## src/rtl/noc_arb_pkg.sv

```systemverilog
// Shared types and constants for the NoC injection arbiter.
package noc_arb_pkg;

   typedef enum logic {
      ARB   = 1'b0,
      BURST = 1'b1
   } arb_state_e;

   localparam int unsigned MAX_BURST_DEF = 4;
   localparam int unsigned TIMEOUT_DEF   = 8;
   // Wide enough for any MAX_BURST up to 15
   localparam int unsigned BEAT_W        = 4;

   // Index width for n requesters, never below one bit
   function automatic int unsigned idx_width(input int unsigned n);
      return (n > 1) ? $clog2(n) : 1;
   endfunction

endpackage

```

## src/rtl/rr_pick.sv

```systemverilog
// Combinational round-robin selector: first set request at or after ptr, wrapping.
module rr_pick
   import noc_arb_pkg::*;
#(
   parameter int unsigned NUM_REQ = 4,
   localparam int unsigned IDX_W  = idx_width(NUM_REQ)
) (
   input  logic [NUM_REQ-1:0] req,
   input  logic [IDX_W-1:0]   ptr,
   output logic               any,
   output logic [IDX_W-1:0]   idx
);

   // Walk offsets from highest to lowest so the smallest offset wins
   always_comb begin
      logic [IDX_W:0]   sum;
      logic [IDX_W-1:0] pos;
      any = 1'b0;
      idx = '0;
      sum = '0;
      pos = '0;
      for (int i = NUM_REQ - 1; i >= 0; i--) begin
         sum = {1'b0, ptr} + (IDX_W + 1)'(i);
         if (sum >= (IDX_W + 1)'(NUM_REQ)) begin
            sum = sum - (IDX_W + 1)'(NUM_REQ);
         end
         pos = sum[IDX_W-1:0];
         if (req[pos]) begin
            any = 1'b1;
            idx = pos;
         end
      end
   end

endmodule

```

## src/rtl/noc_inject_arbiter.sv

```systemverilog
// Burst-locked round-robin arbiter driving the rank-0 NoC injection FIFO.
// Optional idle-timeout abort enabled by defining NOC_ARB_TIMEOUT_EN.
module noc_inject_arbiter
   import noc_arb_pkg::*;
#(
   parameter int unsigned NUM_REQ    = 4,
   parameter int unsigned DATA_WIDTH = 8,
   parameter int unsigned MAX_BURST  = MAX_BURST_DEF,
   parameter int unsigned TIMEOUT    = TIMEOUT_DEF,
   localparam int unsigned IDX_W     = idx_width(NUM_REQ)
) (
   input  logic                          clk,
   input  logic                          rst_n,
   input  logic [NUM_REQ-1:0]            req_valid,
   input  logic [NUM_REQ-1:0]            req_last,
   input  logic [NUM_REQ*DATA_WIDTH-1:0] req_data,
   output logic [NUM_REQ-1:0]            req_ready,
   input  logic                          fifo_full,
   output logic                          fifo_w_en,
   output logic [DATA_WIDTH-1:0]         fifo_data,
   output logic [IDX_W-1:0]              grant_id,
   output logic                          busy,
   output logic                          abort
);

   // Reject out-of-range configurations at elaboration
   if (NUM_REQ < 2 || NUM_REQ > 8 || MAX_BURST < 1 || MAX_BURST > 15 || TIMEOUT < 1)
   begin : g_bad_cfg
      $error("noc_inject_arbiter: parameter out of range");
   end

   arb_state_e        state_q, state_d;
   logic [IDX_W-1:0]  grant_q, grant_d;
   logic [IDX_W-1:0]  ptr_q, ptr_d;
   logic [BEAT_W-1:0] beat_q, beat_d;
   logic [IDX_W-1:0]  next_ptr;
   logic              pick_any;
   logic [IDX_W-1:0]  pick_idx;
   logic              xfer;

`ifdef NOC_ARB_TIMEOUT_EN
   localparam int unsigned TO_W = $clog2(TIMEOUT + 1);
   logic [TO_W-1:0] idle_q, idle_d;
   logic            abort_q, abort_d;
`endif

   rr_pick #(
      .NUM_REQ (NUM_REQ)
   ) u_pick (
      .req (req_valid),
      .ptr (ptr_q),
      .any (pick_any),
      .idx (pick_idx)
   );

   assign next_ptr = (grant_q == IDX_W'(NUM_REQ - 1)) ? '0 : grant_q + IDX_W'(1);
   assign grant_id = grant_q;
   assign busy     = (state_q == BURST);

   // Next-state, counters and FIFO-side handshake
   always_comb begin
      state_d   = state_q;
      grant_d   = grant_q;
      ptr_d     = ptr_q;
      beat_d    = beat_q;
      req_ready = '0;
      fifo_w_en = 1'b0;
      fifo_data = '0;
      xfer      = 1'b0;
`ifdef NOC_ARB_TIMEOUT_EN
      idle_d    = idle_q;
      abort_d   = 1'b0;
`endif
      case (state_q)
         ARB: begin
            if (pick_any) begin
               grant_d = pick_idx;
               beat_d  = '0;
               state_d = BURST;
`ifdef NOC_ARB_TIMEOUT_EN
               idle_d  = '0;
`endif
            end
         end
         BURST: begin
            req_ready[grant_q] = !fifo_full;
            xfer      = req_valid[grant_q] & !fifo_full;
            fifo_w_en = xfer;
            fifo_data = req_data[32'(grant_q) * DATA_WIDTH +: DATA_WIDTH];
            if (xfer) begin
               beat_d = beat_q + BEAT_W'(1);
`ifdef NOC_ARB_TIMEOUT_EN
               idle_d = '0;
`endif
               if (req_last[grant_q] || beat_q == BEAT_W'(MAX_BURST - 1)) begin
                  ptr_d   = next_ptr;
                  state_d = ARB;
               end
            end
`ifdef NOC_ARB_TIMEOUT_EN
            // Stalled cycles with valid high neither count nor clear
            else if (!req_valid[grant_q]) begin
               if (idle_q == TO_W'(TIMEOUT - 1)) begin
                  idle_d  = '0;
                  abort_d = 1'b1;
                  ptr_d   = next_ptr;
                  state_d = ARB;
               end else begin
                  idle_d = idle_q + TO_W'(1);
               end
            end
`endif
         end
         default: state_d = ARB;
      endcase
   end

   // State and control registers
   always_ff @(posedge clk or negedge rst_n) begin
      if (!rst_n) begin
         state_q <= ARB;
         grant_q <= '0;
         ptr_q   <= '0;
         beat_q  <= '0;
      end else begin
         state_q <= state_d;
         grant_q <= grant_d;
         ptr_q   <= ptr_d;
         beat_q  <= beat_d;
      end
   end

`ifdef NOC_ARB_TIMEOUT_EN
   // Idle counter and registered abort pulse
   always_ff @(posedge clk or negedge rst_n) begin
      if (!rst_n) begin
         idle_q  <= '0;
         abort_q <= 1'b0;
      end else begin
         idle_q  <= idle_d;
         abort_q <= abort_d;
      end
   end

   assign abort = abort_q;
`else
   assign abort = 1'b0;
`endif

endmodule

```

## config.mk

```make
export PLATFORM = sky130hd
export DESIGN_NAME = noc_inject_arbiter
export DESIGN_NICKNAME = d
export VERILOG_FILES = /design/src/rtl/noc_arb_pkg.sv /design/src/rtl/rr_pick.sv /design/src/rtl/noc_inject_arbiter.sv
export SDC_FILE = /design/constraint.sdc
export NUM_CORES = 1
export LEC_CHECK = 0
export ABC_AREA = 1
export CORE_MARGIN = 1
export CORE_UTILIZATION = 39
export DETAILED_ROUTE_END_ITERATION = 16
export PLACE_DENSITY = 0.8
export SLEW_MARGIN = 20
export SYNTH_ARGS = -nofsm -noshare
export SYNTH_HDL_FRONTEND = slang
export SYNTH_SLANG_ARGS = --single-unit
```

## constraint.sdc

```tcl
create_clock -name clk -period 1.79 [get_ports clk]
set_input_delay 0.2685 -clock clk [delete_from_list [all_inputs] [get_ports clk]]
set_output_delay 0.2685 -clock clk [all_outputs]
set_load 0.1 [all_outputs]
```

==> out/metrics.csv <==
stage,metric,value,unit
detailed_routing,ant_nets,0,
placed_design,dp_hpwl,2830,µm
synthesis,yosys.area.top_type,dfrtp_1,
floorplanning,start_util,40.9,%
setup_path,required,1520,ps
clocking,h-tree-depth,1,
setup_path,endpoint_kind,primary output,
synthesis,synth_top_area_share,20.2,%
setup_path,cp_max_fo,6,
run_status,outcome,finished with violations,
sta,fmax,534,MHz
grt,overflow,0,
synthesis,ys_warn_count,0,
synthesis,ys_seq_area_share,20.2,%
synthesis,ys_seq_elements,9,
placed_design,port_buffers,58,
cells_and_area,nFillCells,173,
detailed_routing,wl_per_cell,13.9,µm
setup_path,worst_setup_path_start_kind,flip-flop,
cells_and_area,syn_to_final_growth,99.8,%
synthesis,ys_types,26,
synthesis,syn_area,0.00112,mm²
run_status,violations,"DRC, setup timing",
clocking,root_buffer,clkbuf_4,
detailed_routing,drc,2,
synthesis,syn_inst,192,
synthesis,netlist_top_cells_area,"dfrtp_1 (20%), nor2_1 (15%), nand2_1 (13%)",
detailed_routing,firstDrtPassIters,10,
grt,grt_use_total,23.7,%
grt,first_global_vias,1318,
setup_path,cp.arrival,1600,ps
setup_path,cpPeakStageDelay,530,ps
hold_path,hold_path.class,in -> async,
sta,setup_violations,8,
cells_and_area,antennaDiodeCount,0,
setup_path,crit_chain,buf_6 -> o211ai_2 -> nand2_1 -> nand2_2 -> clkinvlp_4 -> buf_12,
clocking,hold_buffers,0,
placed_design,gp_congestion,0.806,
clocking,clkTransAtPathRegs,60,ps
detailed_routing,drt_iter0_drc,48,
sta,min_period_over_period,105,%
synthesis,syn_nets,240,
synthesis,synth.avg_cell_area,5.82,µm²
clocking,cts_buffers,3,
clocking,cts_tree,built,
clocking,clkLatencyLatePin,270,ps
detailed_routing,wl,4030,µm
placed_design,place_area,0.00205,mm²
sta,rsz0062_at_grt,yes,
setup_path,crit_slowest_cell,dfrtp_4,
grt,grt_pass1_wl,5930,µm
cells_and_area,fin_nets,308,
grt,grt_max_degree,17,
floorplanning,die_h,55.5,µm
synthesis,synthTopCellsByCount,"nor2_1 (46), nand2_1 (40), o21ai_0 (21)",
floorplanning,fp-row-count,19,
flow_run,drv_cap,0,
floorplanning,core-area,0.00273,mm²
cells_and_area,drive_above_1_share,36.3,%
synthesis,yosysMostFrequentCell,nor2_1,
sta,report.final.slew_viol_count,0,
detailed_routing,vias,1477,
cells_and_area,fin_area,0.00223,mm²
synthesis,async_flop_share,100,%
detailed_routing,via_per_inst,5.09,
clocking,cts.sinks,9,
grt,antenna_found_initial,0,
sta,tns,-191,ps
sta,timing.final.hold_violations,0,
synthesis,synth_top_flop_cell,dfrtp_1,
floorplanning,die_w,55.5,µm
floorplanning,io_pins,60,
sta,clock_skew,1.52,ps
sta,fin_crit,1870,ps
clocking,clock_path_buffers,2,
synthesis,synth_edf_count,0,
setup_path,crit_type,reg -> out,
floorplanning,dieArea,0.00308,mm²
sta,worst_slack,-82.4,ps
==> sequential cells by signal (all words and copies together), names as in the netlist <==
signal / count
beat_q: 4
ptr_q: 2
grant_id: 2
busy: 1
==> cells by family after synthesis <==
family / Yosys count / synth area share, %
AND/OR/NAND/NOR: 109 / 41.7
AO/OA/AOI/OAI: 38 / 19.7
buffers and inverters: 30 / 12.5
flip-flops: 9 / 20.2
adder cells (fa/ha/maj): 5 / 5.60
other: 1 / 0.336
==> metrics by stage <==
step / hold WS (ps) / std cells / util [%] / setup WS (ps)
6_report: 311 / 290 / 81.6 / -82.4
5_1_grt: 348 / 290 / 81.6 / -154
4_1_cts: 321 / 285 / 77.3 / -43.4
3_5_place_dp: 553 / 280 / 74.8 / 64.8
3_3_place_gp: 538 / 280 / 74.8 / 86.8
2_1_floorplan: -27.1 / 192 / - / -234
==> cell usage in the layout (no fill, tap or decap), drive strengths merged <==
master | netlist | layout
a21oi | 12 | 12
nand3 | 8 | 8
inv | 21 | 20
o21ai | 23 | 23
o211ai | 2 | 2
dfrtp | 9 | 9
clkdlybuf4s50 | 0 | 42
conb | 1 | 1
nor2 | 47 | 47
nand2 | 51 | 51
a31oi | 1 | 1
buf | 8 | 29
or3 | 1 | 1
ha | 5 | 5
clkinvlp | 0 | 1
clkbuf | 1 | 5
and2 | 1 | 1
nor3 | 1 | 1
==> final cells by class <==
| cell class | instances | area, µm² | share of cell area, % |
|---|---|---|---|
| clock buffers | 4 | 26.3 | 1.18 |
| inverters | 21 | 87.6 | 3.92 |
| multi-input cells | 153 | 948 | 42.5 |
| flip-flops and latches | 9 | 236 | 10.6 |
| well taps | 31 | 38.8 | 1.74 |
| repair buffers | 72 | 895 | 40.1 |
==> path summary, 6_finish.rpt <==
path / cells after the start / slack [ps] / startpoint / to
max: 6 / -80 / grant_id[0] / fifo_w_en
max in group asynchronous: 1 / 1140 / rst_n / grant_id[0]
max reg2reg: 8 / 80 / grant_id[0] / ptr_q[0]
min: 1 / 310 / rst_n / beat_q[2]
min in group clk: 2 / 560 / beat_q[3] / beat_q[3]
min reg2reg: 2 / 560 / beat_q[3] / beat_q[3]
==> repair_timing <==
| action | CTS | global route |
|---|---|---|
| buffers inserted | 1 | 4 |
| cloned | 0 | 1 |
| gates resized for setup | 17 | 22 |
| endpoints found under the setup margin | 12 | 12 |
| pin swaps | 0 | 6 |
==> layer usage <==
metal  global-route usage [%]  share of wire, %
met5                        0                 0
met1                     32.2                44
met3                     4.22               4.9
met2                     39.8                50
met4                     4.29              0.94
==> critical path: cells and delay by family, from the launching register on <==
kind	cells	cell delay (ps)
AND/OR/NAND/NOR	2	230
buffers and inverters	3	430
AO/OA/AOI/OAI	1	130
flip-flops	1	530
Power is not shown: default switching activity piles up to over one toggle a cycle in this logic, so the estimate is an artifact.
==> RTL change: new RTL, same flow settings <==
`NUM_REQ` is set to 4 in 2 places; all go to 5.
--- a/src/rtl/rr_pick.sv
+++ b/src/rtl/rr_pick.sv
@@ -3,5 +3,5 @@
    import noc_arb_pkg::*;
 #(
-   parameter int unsigned NUM_REQ = 4,
+   parameter int unsigned NUM_REQ = 5,
    localparam int unsigned IDX_W  = idx_width(NUM_REQ)
 ) (
--- a/src/rtl/noc_inject_arbiter.sv
+++ b/src/rtl/noc_inject_arbiter.sv
@@ -4,5 +4,5 @@
    import noc_arb_pkg::*;
 #(
-   parameter int unsigned NUM_REQ    = 4,
+   parameter int unsigned NUM_REQ    = 5,
    parameter int unsigned DATA_WIDTH = 8,
    parameter int unsigned MAX_BURST  = MAX_BURST_DEF,
Interface: changed (5 resized); port bits go from 60 to 72. The function was not compared with the original's and may differ.
==> RTL change against the original RTL <==
The run now fails in global routing. Area after synthesis is 72% higher.
==> RTL change: results (changes against the original RTL) <==
* Run status: did not finish
* Fail Step: global routing
* Err: [ERROR GRT-0232] Routing congestion too high. Check the congestion heatmap in the GUI.
* Area contributors post-synth: nand2_1 22%, dfrtp_1 14%, nand3_1 12%, ha_1 7.8%, inv_1 6.3%
* Main flop type after synthesis: dfrtp_1
* Largest net degree at the start of global routing at 14
* Dpl hpwl at 6.14 mm (+120%)
* Number of port buffers at 70 (+21%)
* Placement Cell Area at 3560 um^2 (+74%)
* Syn_area_per_cell at 5.93 um^2 (+1.9%)
* Setup WS pre-CTS at -598 ps (-662 ps)
* Clock buffer depth at 2 (unchanged)
* Number of synthesized register bits at 11 (+2)
* CTS Buf Count at 3 (unchanged)
* Root Driver: clkbuf_8
* Ys async rst share at 100% (unchanged)
* GRT Total Usage at 74.7%
* Seq/Total Area, Yosys at 14.3% (-5.8 points)
* Overflow after GRT at 42
* Yosys cell types at 40 (+54%)
* H-tree depth at 1 (unchanged)
* Top cells by count, synth: 112 x nand2_1, 47 x nand3_1, 32 x inv_1
* Routability congestion estimate at 0.935 (+16%)
* Yosys warns at 0 (unchanged)
* Post-synth net total at 390 (+63%)
* Worst setup endpoint GRT: grant_id[1]$_DFFE_PN0P_/D
* Worst EP Category: sequential cell input
## RTL change: routing by layer
| layer | GRT overflow | GRT usage (%) |
|---|---|---|
| met1 | 2 | 75.4 |
| met2 | 18 | 92.6 |
| met3 | 0 | 55.7 |
| met4 | 22 | 77.3 |
| met5 | 0 | 18.2 |
## RTL change: metrics by stage
stage | cells | hold WS [ps] | utilization (%) | TNS, ps
after floorplan | 324 | -27.1 | - | -7840
after global placement | 519 | 504 | 75.4 | -4050
after detailed placement | 519 | 517 | 75.4 | -5430
after CTS | 545 | 391 | 86.3 | -6280
## RTL change: kinds of logic after synthesis
group	after synthesis	share of synthesized area [%]
other cells	1	0.195
flops	11	14.3
xor+xnor	4	1.82
buf+inv	44	10.3
simple gates	208	49.1
compound gates	43	15.4
fa+ha+maj	13	8.86
## RTL change: timing repair
item,CTS
endpoints found under the setup margin,21
buffers inserted,23
cloned,0
pin swaps,25
resized for setup,85
